## src/rtl/poly_mem_pkg.sv

```systemverilog
// Shared constants and state encoding for the polynomial RAM sequencer.
package poly_mem_pkg;
  localparam int DATA_W  = 26;
  localparam int ADDR_W  = 11;
  localparam int MAX_IDX = 756;

  typedef enum logic [1:0] {IDLE, LOAD, STREAM, DONE} state_t;
endpackage

```

## src/rtl/poly_mem_seq_out_stage.sv

```systemverilog
// Single-entry registered valid/ready output stage with a last sideband.
module poly_out_stage
  import poly_mem_pkg::*;
#(
  parameter int W = DATA_W
) (
  input  logic         clk,
  input  logic         rst_n,
  input  logic         push,
  input  logic [W-1:0] push_data,
  input  logic         push_last,
  input  logic         ready,
  output logic         valid,
  output logic [W-1:0] data,
  output logic         last,
  output logic         load_en
);
  assign load_en = !valid || ready;

  // data only moves on a push so a stalled word stays put
  always_ff @(posedge clk) begin
    if (!rst_n) begin
      valid <= 1'b0;
      last  <= 1'b0;
      data  <= '0;
    end else if (load_en) begin
      valid <= push;
      last  <= push && push_last;
      if (push) data <= push_data;
    end
  end
endmodule

```

## src/rtl/poly_mem_seq.sv

```systemverilog
// Loads deg+1 coefficients into the RAM, then streams them back forward or reversed.
// state  | meaning
// IDLE   | waiting for start; rejects deg_in > MAX_IDX with err
// LOAD   | accepting coefficients, one RAM write per handshake
// STREAM | reading RAM into the output register, one word per cycle
// DONE   | one-cycle done pulse, then back to IDLE
module poly_mem_seq #(
  parameter int DATA_W  = poly_mem_pkg::DATA_W,
  parameter int ADDR_W  = poly_mem_pkg::ADDR_W,
  parameter int MAX_IDX = poly_mem_pkg::MAX_IDX
) (
  input  logic              clk,
  input  logic              rst_n,
  input  logic              start,
  input  logic [ADDR_W-1:0] deg_in,
  input  logic              rev,
  input  logic              in_valid,
  output logic              in_ready,
  input  logic [DATA_W-1:0] in_data,
  output logic              out_valid,
  input  logic              out_ready,
  output logic [DATA_W-1:0] out_data,
  output logic              out_last,
  output logic              busy,
  output logic              done,
  output logic              err,
  output logic              ram_we,
  output logic [ADDR_W-1:0] ram_waddr,
  output logic [DATA_W-1:0] ram_wdata,
  output logic [ADDR_W-1:0] ram_raddr,
  input  logic [DATA_W-1:0] ram_rdata,
  output logic [ADDR_W-1:0] ram_deg
);
  import poly_mem_pkg::*;

  localparam logic [ADDR_W-1:0] MAX_A = ADDR_W'(MAX_IDX);

  state_t state, state_nxt;
  logic [ADDR_W-1:0] deg, wr_idx, rd_idx;
  logic rev_q, pending, err_q;
  logic accept, reject, push, load_en, final_elem;

  assign ram_we     = in_ready && in_valid;
  assign ram_waddr  = wr_idx;
  assign ram_wdata  = in_data;
  assign ram_raddr  = rd_idx;
  assign err        = err_q;
  assign final_elem = rev_q ? (rd_idx == '0) : (rd_idx == deg);

  always_comb begin
    state_nxt = state;
    in_ready  = 1'b0;
    busy      = 1'b0;
    done      = 1'b0;
    push      = 1'b0;
    accept    = 1'b0;
    reject    = 1'b0;
    case (state)
      IDLE: begin
        if (start) begin
          if (deg_in <= MAX_A) begin
            accept    = 1'b1;
            state_nxt = LOAD;
          end else begin
            reject = 1'b1;
          end
        end
      end
      LOAD: begin
        in_ready = 1'b1;
        busy     = 1'b1;
        if (in_valid && wr_idx == deg) state_nxt = STREAM;
      end
      STREAM: begin
        busy = 1'b1;
        push = pending && load_en;
        if (out_valid && out_ready && out_last) state_nxt = DONE;
      end
      DONE: begin
        done      = 1'b1;
        state_nxt = IDLE;
      end
      default: state_nxt = IDLE;
    endcase
  end

  always_ff @(posedge clk) begin
    if (!rst_n) state <= IDLE;
    else        state <= state_nxt;
  end

  // the final element clears pending instead of stepping, so rd_idx never wraps
  always_ff @(posedge clk) begin
    if (!rst_n) begin
      deg     <= '0;
      rev_q   <= 1'b0;
      wr_idx  <= '0;
      rd_idx  <= '0;
      pending <= 1'b0;
      err_q   <= 1'b0;
      ram_deg <= '0;
    end else begin
      err_q <= reject;
      if (accept) begin
        deg     <= deg_in;
        rev_q   <= rev;
        ram_deg <= deg_in;
        wr_idx  <= '0;
      end
      if (ram_we) begin
        wr_idx <= wr_idx + 1'b1;
        if (wr_idx == deg) begin
          pending <= 1'b1;
          rd_idx  <= rev_q ? deg : '0;
        end
      end
      if (push) begin
        if (final_elem)  pending <= 1'b0;
        else if (rev_q)  rd_idx  <= rd_idx - 1'b1;
        else             rd_idx  <= rd_idx + 1'b1;
      end
    end
  end

  poly_out_stage #(.W(DATA_W)) u_out (
    .clk       (clk),
    .rst_n     (rst_n),
    .push      (push),
    .push_data (ram_rdata),
    .push_last (final_elem),
    .ready     (out_ready),
    .valid     (out_valid),
    .data      (out_data),
    .last      (out_last),
    .load_en   (load_en)
  );
endmodule

```

## config.mk

```make
export PLATFORM = sky130hd
export DESIGN_NAME = poly_mem_seq
export DESIGN_NICKNAME = d
export VERILOG_FILES = /design/src/rtl/poly_mem_pkg.sv /design/src/rtl/poly_mem_seq_out_stage.sv /design/src/rtl/poly_mem_seq.sv
export SDC_FILE = /design/constraint.sdc
export NUM_CORES = 1
export LEC_CHECK = 0
export ABC_AREA = 1
export BUFFER_PORTS_ARGS = -buffer_cell sky130_fd_sc_hd__buf_4
export CAP_MARGIN = 20
export CORE_ASPECT_RATIO = 0.7
export CORE_MARGIN = 2
export CORE_UTILIZATION = 55
export CTS_CLUSTER_DIAMETER = 60
export DETAILED_ROUTE_END_ITERATION = 7
export PLACE_DENSITY = 0.95
export SETUP_SLACK_MARGIN = 0.05
export SLEW_MARGIN = 20
export SYNTH_ARGS = -nofsm -noshare
export SYNTH_HDL_FRONTEND = slang
export SYNTH_HIERARCHICAL = 1
export SYNTH_SLANG_ARGS = --single-unit
```

## constraint.sdc

```tcl
create_clock -name clk -period 3.52 [get_ports clk]
set_input_delay 0.704 -clock clk [delete_from_list [all_inputs] [get_ports clk]]
set_output_delay 0.704 -clock clk [all_outputs]
set_load 0.05 [all_outputs]
```

==> impl_metrics.csv <==
group,metric,value,unit
logic_synthesis,syn_nets,787,
clocking,h-tree-depth,3,
run_status,failed_checks,"DRC",
global_route,grt_overflow,0,
worst_setup_path,crit_path_end_kind,"primary output",
worst_setup_path,required,2.82,ns
final_layout,final_nets,857,
worst_hold_path,min_path_type,"flop to flop",
worst_setup_path,r2r_setup_slack,1.27,ns
logic_synthesis,synth_edf_count,0,
clocking,postCtsHoldBufs,0,
floorplanning,die_area,0.00900,sq mm
power_and_ir_drop,ir_drop,0.303,mV
route,finalWirelength,13800,microns
power_and_ir_drop,total_leakage_power,2.80,nW
power_and_ir_drop,combPwrFrac,0.342,
final_layout,fillers,600,
worst_setup_path,timing.rr.start,"state[1]",
route,dr_total_vias,5034,
route,routedWlPerCell,15.7,microns
power_and_ir_drop,pwr_density_cell,527,mW/mm^2
timing,worst_pin_slew,0.535,ns
logic_synthesis,yosys_warnings,6,
logic_synthesis,synth_top_area_share,0.291,
global_route,grt_start_max_net_pins,56,
logic_synthesis,ys_top_cells_by_area,"dfxtp_1 29%, nand2_1 14%, inv_1 7.5%, nand3_1 7.3%, a21oi_1 7.0%",
floorplanning,rows,27,
worst_setup_path,r2r_cells,10,
logic_synthesis,synthArstFlopShare,0,
route,drtIter0Drc,515,
place,portBuffers,108,
logic_synthesis,avgSynthCellArea,6.45,sq um
logic_synthesis,yosysMostFrequentCell,"nand2_1",
worst_setup_path,cp-startpoint,"state[1]",
global_route,grt_pass1_wl,21800,microns
route,viasPerCell,5.73,
logic_synthesis,synth_cell_types,37,
logic_synthesis,yosysTopAreaCell,"dfxtp_1",
clocking,path_clk_slew,0.06,ns
global_route,track_usage,0.300,
logic_synthesis,ys_top_cells_by_count,"170 x nand2_1, 90 x inv_1, 77 x nor2_1",
power_and_ir_drop,pwr-share-seq,0.309,
route,drc,8,
global_route,antenna_found_initial,0,
logic_synthesis,synthFlopType,"dfxtp_1",
route,drt_first_pass_iters,8,
global_route,first_global_vias,4656,
worst_hold_path,min_from,"u_out/data[9]",
final_layout,final_area,0.00542,sq mm
clocking,clockBufferDepth,2,
floorplanning,io_pins,161,
job,max_cap_violations,0,
clocking,cts_tree,"yes",
power_and_ir_drop,switching_share,0.393,
worst_setup_path,critPathLaunchType,"flop",
power_and_ir_drop,intPower,1.74,mW
place,gp_congestion,0.974,
logic_synthesis,synth-seq-cells,66,
run_status,status,"finished with violations",
route,ant_nets,0,
logic_synthesis,synth_area,0.00453,sq mm
worst_setup_path,arrival,2.20,ns
timing,setup_tns,0,ns
clocking,clkLatencyLatePin,0.34,ns
timing,holdWs,0.482,ns
timing,rsz0062_at_grt,"false",
worst_hold_path,min_to,"u_out/data[9]",
clocking,ctsResizeCount,0,
clocking,cts-root-buf,"clkbuf_16",
final_layout,area_delta_synth_final,19.6,%
clocking,cts_setup_buffers,0,
timing,finalClockSkew,0.00828,ns
timing,max_clock_freq,344,MHz
power_and_ir_drop,power.share.clock,0.348,
timing,fin_crit_sh,0.825,
clocking,numClockSinks,66,
worst_setup_path,rr_endpoint,"ram_waddr[9]",
final_layout,n_antenna_cell,0,
floorplanning,die_w,113,microns
logic_synthesis,synth_cells,703,
clocking,cts_buffers,9,
place,dp_hpwl,9750,microns
floorplanning,core_area,0.00794,sq mm
floorplanning,fp.dieH,80.0,microns
floorplanning,start_util,0.571,
timing,worst_slew_margin_rel,0.643,
timing,finalMaxSlewViolations,0,
power_and_ir_drop,netSwitchingPower,1.12,mW
worst_hold_path,hold-path-cell-count,2,
worst_setup_path,worstPathMaxFanout,13,
timing,setup_violations,0,
final_layout,drive_gt1_frac,0.216,
timing,period_minus_slack,2.90,ns
place,post_dp_cell_area,0.00509,sq mm
logic_synthesis,yosysSeqAreaShare,0.291,
timing,hold_viol,0,
worst_setup_path,criticalPathCategory,"flop to primary output",
[critical path, cell delays in order (launching register included)]
cell and delay [ns]:
dfxtp_1 0.39, inv_1 0.08, ha_1 0.18, buf_4 0.19
nand2_1 0.38, inv_1 0.34, buf_4 0.29
[cells by family (layout without fill, tap and decap cells)]
group                      count (synthesis)  after routing  share of synthesized area
and+or+nand+nor                          355            355                      0.355
buffers and inverters                    158            233                      0.177
AOI/OAI and AO/OA                        100            100                      0.115
DFF                                       66             66                      0.291
adders and majority gates                 15             15                     0.0430
xor gates and xnor gates                   9              9                     0.0190
[registers in the layout (all words and copies together), names as in the netlist]
register	count
ram_raddr	11
deg	11
pending	1
err	1
u_out/last	1
u_out/data	26
u_out/valid	1
state	2
ram_waddr	11
rev_q	1
[area by class of cell]
cell class / count / area (sq um) / area share
sequential: 66 / 1320 / 0.244
timing repair buffer: 112 / 841 / 0.155
multi-input combinational: 479 / 2410 / 0.445
tap: 101 / 126 / 0.0233
clock inverter: 7 / 103 / 0.0189
inverter: 105 / 395 / 0.0729
clock buffer: 9 / 225 / 0.0415
[cell usage in the layout (no fill, tap or decap), types with 14 or more instances in the layout]
master and count:
nor2_1 77, a21oi_1 63, nand2_1 170, o21ai_0 26, nand3_1 66, buf_4 112, inv_1 90, inv_2 14
ha_1 14, dfxtp_1 66
[layer usage]
layer  part of all wire  wire length, microns  global-route usage
met1               0.38                  5290               0.370
met5                  0                     0                   0
met2               0.45                  6210               0.486
met3               0.14                  1880               0.106
met4              0.029                   396               0.111
[power groups by stage]
stage,combinational (mW),sequential (mW),clock [mW]
2_1_floorplan,0.657,0.998,0
3_3_place_gp,0.906,0.888,0
3_5_place_dp,0.946,0.893,0
4_1_cts,0.962,0.878,0.996
5_1_grt,1.04,0.887,1.03
6_report,0.979,0.885,0.996
[through the flow]
stage / cells / total power, mW / util / worst slack, ns
after floorplan: 703 / 1.66 / - / 1.28
after global placement: 863 / 1.79 / 0.642 / 1.16
after detailed placement: 863 / 1.84 / 0.642 / 1.04
after CTS: 879 / 2.84 / 0.683 / 0.748
after global routing: 879 / 2.97 / 0.683 / 0.606
final: 879 / 2.86 / 0.683 / 0.615
[worst max-delay path by stage]
stage                     slack [ns]      endpoint
after floorplan                 1.28        ram_we
after global placement          1.16  ram_raddr[9]
after detailed placement        1.04  ram_raddr[9]
after CTS                       0.75        ram_we
after global routing            0.61        ram_we
final                           0.62        ram_we
No activity file was read; power rests on OpenSTA's default activity.
